==> src/rtl/brick_lightning_anim_ctrl.sv <==
// brick_lightning_anim_ctrl: lightning-brick sprite frame sequencer (optional HOLD flicker via BRICK_LIGHTNING_FLICKER_EN)
module brick_lightning_anim_ctrl #(
  parameter int NUM_FRAMES      = 4,
  parameter int TICKS_PER_FRAME = 3,
  parameter int HOLD_REPEATS    = 2,
  parameter int FRAME_W         = 3
) (
  input  logic               Clk,
  input  logic               Reset,
  input  logic               enable,
  input  logic               frame_tick,
  input  logic               trigger,
  output logic [FRAME_W-1:0] frame_sel,
  output logic               active,
  output logic               done,
  output logic [1:0]         state_o
);
  localparam int TW = $clog2(TICKS_PER_FRAME + 1);
  localparam int PW = $clog2(2 * HOLD_REPEATS + 1);
  localparam logic [FRAME_W-1:0] NF  = FRAME_W'(NUM_FRAMES);
  localparam logic [FRAME_W-1:0] NF1 = FRAME_W'(NUM_FRAMES - 1);
  localparam logic [FRAME_W-1:0] ONE = FRAME_W'(1);
  localparam logic [TW-1:0] TLAST = TW'(TICKS_PER_FRAME - 1);
  localparam logic [PW-1:0] PLAST = PW'(2 * HOLD_REPEATS - 1);
  typedef enum logic [1:0] {IDLE, STRIKE, HOLD, DECAY} st_t;
  st_t state, state_n;
  logic [FRAME_W-1:0] frm, frm_n;
  logic [TW-1:0] tick, tick_n;
  logic [PW-1:0] per, per_n;
  logic done_n, pe;
  always_ff @(posedge Clk) begin
    if (Reset) begin
      state <= IDLE;
      frm   <= '0;
      tick  <= '0;
      per   <= '0;
      done  <= 1'b0;
    end else begin
      state <= state_n;
      frm   <= frm_n;
      tick  <= tick_n;
      per   <= per_n;
      done  <= done_n;
    end
  end
  always_comb begin
    pe      = frame_tick && tick == TLAST;
    state_n = state;
    frm_n   = frm;
    per_n   = per;
    done_n  = 1'b0;
    tick_n  = frame_tick ? (pe ? '0 : tick + 1'b1) : tick;
    if (!enable) begin
      state_n = IDLE;
      frm_n   = '0;
      tick_n  = '0;
      per_n   = '0;
    end else begin
      case (state)
        IDLE: begin
          tick_n = '0;
          per_n  = '0;
          if (trigger) begin
            state_n = STRIKE;
            frm_n   = ONE;
          end
        end
        STRIKE: if (pe) begin
          if (frm == NF) begin
            state_n = HOLD;
            frm_n   = NF1;
            per_n   = '0;
          end else frm_n = frm + 1'b1;
        end
        HOLD: if (trigger) begin
          tick_n = '0;
          per_n  = '0;
        end else if (pe) begin
          if (per == PLAST) begin
            state_n = DECAY;
            frm_n   = NF1;
          end else begin
            frm_n = frm == NF ? NF1 : NF;
            per_n = per + 1'b1;
          end
        end
        DECAY: if (trigger) begin
          state_n = STRIKE;
          tick_n  = '0;
        end else if (pe) begin
          if (frm > ONE) frm_n = frm - 1'b1;
          else begin
            state_n = IDLE;
            frm_n   = '0;
            done_n  = 1'b1;
          end
        end
        default: state_n = IDLE;
      endcase
    end
  end
  always_comb begin
    active  = state != IDLE;
    state_o = state;
  end
`ifdef BRICK_LIGHTNING_FLICKER_EN
  logic [3:0] lfsr, lfsr_n;
  always_comb lfsr_n = (state == HOLD && frame_tick) ? {lfsr[2:0], lfsr[3] ^ lfsr[2]} : lfsr;
  always_ff @(posedge Clk) begin
    if (Reset) begin
      lfsr      <= 4'b1001;
      frame_sel <= '0;
    end else begin
      lfsr      <= lfsr_n;
      frame_sel <= (state_n == HOLD && lfsr_n[0]) ? '0 : frm_n;
    end
  end
`else
  assign frame_sel = frm;
`endif
endmodule

==> config.mk <==
export PLATFORM = sky130hd
export DESIGN_NAME = brick_lightning_anim_ctrl
export DESIGN_NICKNAME = d
export VERILOG_FILES = /design/src/rtl/brick_lightning_anim_ctrl.sv
export SDC_FILE = /design/constraint.sdc
export NUM_CORES = 1
export LEC_CHECK = 0
export ABC_AREA = 1
export CAP_MARGIN = 10
export CORE_MARGIN = 2
export CORE_UTILIZATION = 45
export CTS_BUF_LIST = sky130_fd_sc_hd__clkbuf_8
export DETAILED_ROUTE_END_ITERATION = 8
export PLACE_DENSITY = 0.71
export SLEW_MARGIN = 10
export SYNTH_ARGS = -nofsm -noshare
export SYNTH_HDL_FRONTEND = slang
export SYNTH_SLANG_ARGS = --single-unit
==> constraint.sdc <==
create_clock -name Clk -period 1.5 [get_ports Clk]
set_clock_uncertainty 0.05 [all_clocks]
set_input_delay 0.375 -clock Clk [delete_from_list [all_inputs] [get_ports Clk]]
set_output_delay 0.375 -clock Clk [all_outputs]
set_load 0.01 [all_outputs]
# After elaboration in Yosys (flattened, before gate mapping)
# Cells that the tools add are included.
# word_totals
register_bits	11
latchBits	0
mem_bits_rw	0
romBits	0
out_inout_bits	7
elab_cells	73
memories	0
# classes
n_addsub	4
n_mul	0
n_div	0
order_cmp	1
eq_ne	18
n_shift	0
muxes	32
bitwise	3
reduce_logical	10
# op_table
operator	n
$mux W3	15
$mux W2	12
$ne A2 B2 Y1 const B	8
$ne A3 B3 Y1 const B	4
$pmux W3 S4	1
$pmux W3 S3	1
$pmux W2 S4	1
$reduce_and A8 Y1	1
$add A3 B1 Y3 const B	2
$eq A2 B2 Y1 const B	3
$reduce_and A6 Y1	1
$reduce_and A5 Y1	1
$reduce_or A5 Y1	1
$pmux W2 S2	1
$reduce_or A2 Y1	2
$eq A3 B2 Y1 const B	1
$eq A3 B3 Y1 const B	1
$gt A3 B1 Y1 const B	1
$not A1 Y1	3
$reduce_bool A3 Y1	1
$sub A3 B1 Y3 const B	1
$add A2 B1 Y2 const B	1
$eq A2 B1 Y1 const B	1
$logic_not A2 Y1	1
3 further kinds	3

# Logic depth before layout (Yosys ltp)
# depth
depth_word	6
ltp_mapped	10
mapped_depth_nobuf	10

# Worst setup path after synthesis
# OpenSTA, ideal clock, no wires.
# synth_timing
path_kind	register to register
start	register state[0], in the netlist state_o[0]
end	register frm[0], in the netlist frame_sel[0]
arrival_ps	1410
required_time_ps	1338
setup_slack_ps	-71
stages_incl_launch_ff	11
n_path_buf	0
cell_sequence	dfxtp_1 inv_1 ha_1 nor2_1 inv_1 nand2_1 nand3_2 nor2_2 inv_1 nor2_1 nor2_1
# synth_via
elab_chain_cells	3
# synth_rtl
element	line	rtl
start: declaration	26	st_t state, state_n;
start signal: assignment	39	state <= state_n;
$eq A2 B2 Y1, or another cell as far along	59	case (state)
$ne A2 B2 Y1 (no line)	-	
$reduce_and A6 Y1 (no line)	-	
end signal: assignment	40	frm <= frm_n;
end: declaration	27	logic [FRAME_W-1:0] frm, frm_n;
# Several ways; a longest one is shown, not always the timed one.
# A chain may end at the register's enable or synchronous reset.

# Worst setup path in the final report
# layout_timing
start	register state[1], in the netlist state_o[1]
end	register per[2]
# layout_via
elab_chain_cells	3
# layout_rtl
element	line	rtl
$eq A2 B2 Y1, or another cell as far along	59	
$ne A3 B3 Y1 (no line), or another cell as far along	-	
$reduce_and A5 Y1 (no line)	-	
end signal: assignment	42	per <= per_n;
end: declaration	29	logic [PW-1:0] per, per_n;
# Several ways; a longest one is shown, not always the timed one.

==> metrics.txt <==
status finished, final reports clean; worst hold slack 0.4346 ns; dominant cell by count in the synthesized netlist sky130_fd_sc_hd__nand2_1; FF+latch count, synth 11; critical path class reg -> reg; remaining global-route overflow 0; DR vias 989; worst-case vdd ir drop 0.5880 mV; Starting DRT DRC Count 27; fraction of layout instances using a drive strength above 1 42.20%; area of the multi-input gates 704.4 sq um; final-stage net count 189; clock tree from TritonCTS built; max-slew violation total from the final report 0; Hold Path End per[2]; clock transition at the registers of the reported paths 0.05 ns; deepest level of the CTS H-tree 1; final hold violation count 0; clock insertion delay at the later pin of the skew report 0.26 ns; global-route wire length before repair 3822 microns; sequential standard cell area 226.5 sq um; Site Rows 15; cell types with the highest counts after synthesis 35 x sky130_fd_sc_hd__nand2_1, 24 x sky130_fd_sc_hd__inv_1, 19 x sky130_fd_sc_hd__nor2_1, 11 x sky130_fd_sc_hd__dfxtp_1; die area 0.002218 sq mm; tightest slew margin relative to the limit 80.20%; share of flip-flops with an asynchronous set or reset 0%; fraction of the cycle the final worst path needs 98.29%; remaining routing DRC violations 0; Synth area leader sky130_fd_sc_hd__dfxtp_1; sum of routed wire length over all layers 2510 microns; routability-driven placement congestion ratio 0.9720; sequential cell area fraction in the yosys report 26.35%; total iterations of the first detailed-routing run 4; die width 47.10 microns; number of different library cells in the post-synthesis netlist 19; type of element capturing the critical path flop; via count of the first global-routing pass 930; Critical R2R Launch state_o[1]; minimum clock period after layout 1.474 ns; Worst setup SP type flop; delay of the slowest cell on the worst path 0.35 ns; reg-to-reg endpoint per[2]; number of antenna cells inserted 0; predominant post-synthesis flop cell sky130_fd_sc_hd__dfxtp_1; Inserted Clock Buffers 3; WP buf/inv 4; master cell of the clock root buffer sky130_fd_sc_hd__clkbuf_8; slowest stage cell on the critical path sky130_fd_sc_hd__dfxtp_2; number of ports placed on the die boundary 12; synthesized instance count 135; Area growth, synth to finish 66.02%; synthesized netlist net count 150; number of input and output port buffers inserted 11; vias per inst 4.995; post-detail-place hpwl 1643 microns; largest cells by area after synthesis sky130_fd_sc_hd__dfxtp_1 26%, sky130_fd_sc_hd__nand2_1 16%, sky130_fd_sc_hd__ha_1 15%, sky130_fd_sc_hd__inv_1 11%, sky130_fd_sc_hd__nor2_1 8.5%; pin count of the biggest net entering global routing 7; worst reg-to-reg setup slack 0.03 ns; buffer levels on the longest clock path 2; Yosys top cell area share 26.35%; initial core utilization 47.89%; number of instances on the worst hold path 2; antenna-violating nets left 0; die height 47.10 microns; Largest delay share family, worst path simple AND/OR/NAND/NOR gates; Global Route Usage Sum 24.57%; number of enable flip-flop cells after synthesis 0; Power per Cell Area 636.1 mW/mm^2; final setup violating endpoints 0; source of the worst hold timing path per[2]; RSZ-0062 raised after global routing yes; average instance area after synthesis 6.191 sq um; cells along the critical path inv_2 > buf_6 > ha_4 > nor2_4 > nand2_1 > nand2_1 > inv_1 > nand2_1 > inv_2 > nor2_1 > nor2_1; largest fanout of any net on the critical path 4; required time at the endpoint of the critical path 1.59 ns; synthesized area 835.8 sq um; standby leakage power 0.6444 nW; Routed WL per cell 12.68 microns; Floorplan Core Area 0.001745 sq mm; achievable frequency 678.3 MHz; class of the most critical hold timing path reg -> reg; cells on worst reg2reg path 11; measured slew at the worst slew-check pin 0.2939 ns; Setup TNS Final 0 ns; antenna violations before repair 0; synthesis warning total 0; startpoint of the most critical setup path state_o[1]; Crit path arrival time 1.57 ns; Clock Sinks 11; reported max-cap violation count 0; total of fill cells in the finished design 114; Most common cell on crit path sky130_fd_sc_hd__nand2_1
## layer usage
| metal | wire, microns | GRT usage [%] | vias to the layer above |
|---|---|---|---|
| met5 | 0 | 0 | - |
| met4 | 76 | 10.00 | 0 |
| met3 | 106 | 5.385 | 6 |
| met2 | 1262 | 43.01 | 30 |
| met1 | 1065 | 28.87 | 453 |
| li1 | - | - | 500 |
## cell families after synthesis
group,Yosys count,synth area share [%]
compound gates,18,11.68
xor+xnor,1,1.048
fa+ha+maj,10,14.97
buf+inv,26,11.68
flops,11,26.35
simple gates,69,34.28
## how the worst max path moves through the flow
stage          depth (start not counted)           end
6_report                              11        per[2]
5_1_grt                               11        per[2]
4_1_cts                               10  frame_sel[0]
3_5_place_dp                          10  frame_sel[0]
3_3_place_gp                          10  frame_sel[0]
2_1_floorplan                         10  frame_sel[0]
## registers in the layout (all words and copies together) (netlist names)
signal,count
state_o,2
done,1
tick,2
per,3
frame_sel,3
## cell usage in the layout (no fill, tap or decap), drive strengths merged, types with 3 or more instances in the layout
| master | count |
|---|---|
| ha | 10 |
| nand2 | 35 |
| nand3 | 11 |
| dlygate4sd2 | 7 |
| dfxtp | 11 |
| clkbuf | 3 |
| a21oi | 7 |
| nor2 | 21 |
| o21ai | 8 |
| buf | 24 |
| clkdlybuf4s50 | 3 |
| inv | 27 |
## final cells by class
| cell class | count | area share, % |
|---|---|---|
| Inverter | 26 | 7.214 |
| Timing Repair Buffer | 34 | 20.20 |
| Clock buffer | 3 | 2.976 |
| Tap cell | 25 | 2.254 |
| Clock inverter | 1 | 0.2705 |
| Multi-Input combinational cell | 98 | 50.77 |
| Sequential cell | 11 | 16.32 |
## power breakdown
part           internal [mW]  switching (mW)  total, mW  leakage [nW]
Sequential             0.303         0.00867      0.312        0.0914
Combinational          0.113           0.135      0.248         0.526
Clock                  0.182           0.141      0.323        0.0269
Total                  0.598           0.285      0.883         0.644
## through the flow
stage               cell area [sq um]  setup slack (ns)  cells  power [mW]  util (%)
floorplan                       838.3          0.007292    135      0.4128         -
global placement                 1137           -0.2424    192      0.4912     65.16
detailed placement               1137           -0.2844    192      0.4963     65.16
CTS                              1280         -0.003372    199      0.8370     73.33
global route                     1388          -0.07937    198      0.9147     79.50
finish                           1388           0.02570    198      0.8827     79.50
## worst reg2reg max path, cell delays in order, from the launching register on
cell                      delay (ns)
sky130_fd_sc_hd__dfxtp_2        0.35
sky130_fd_sc_hd__inv_2          0.06
sky130_fd_sc_hd__buf_6          0.11
sky130_fd_sc_hd__ha_4           0.17
sky130_fd_sc_hd__nor2_4         0.11
sky130_fd_sc_hd__nand2_1        0.08
sky130_fd_sc_hd__nand2_1        0.06
sky130_fd_sc_hd__inv_1          0.04
sky130_fd_sc_hd__nand2_1        0.12
sky130_fd_sc_hd__inv_2          0.07
sky130_fd_sc_hd__nor2_1         0.10
sky130_fd_sc_hd__nor2_1         0.05
## what timing repair did
| item | 4_1_cts | 5_1_grt |
|---|---|---|
| setup endpoints to repair | 15 | 8 |
| resized for setup | 34 | 38 |
| pin swaps | 11 | 17 |
| buffers inserted | 3 | 0 |
| hold buffers | 0 | 0 |
Note: power is estimated with default switching activity, not from simulation.
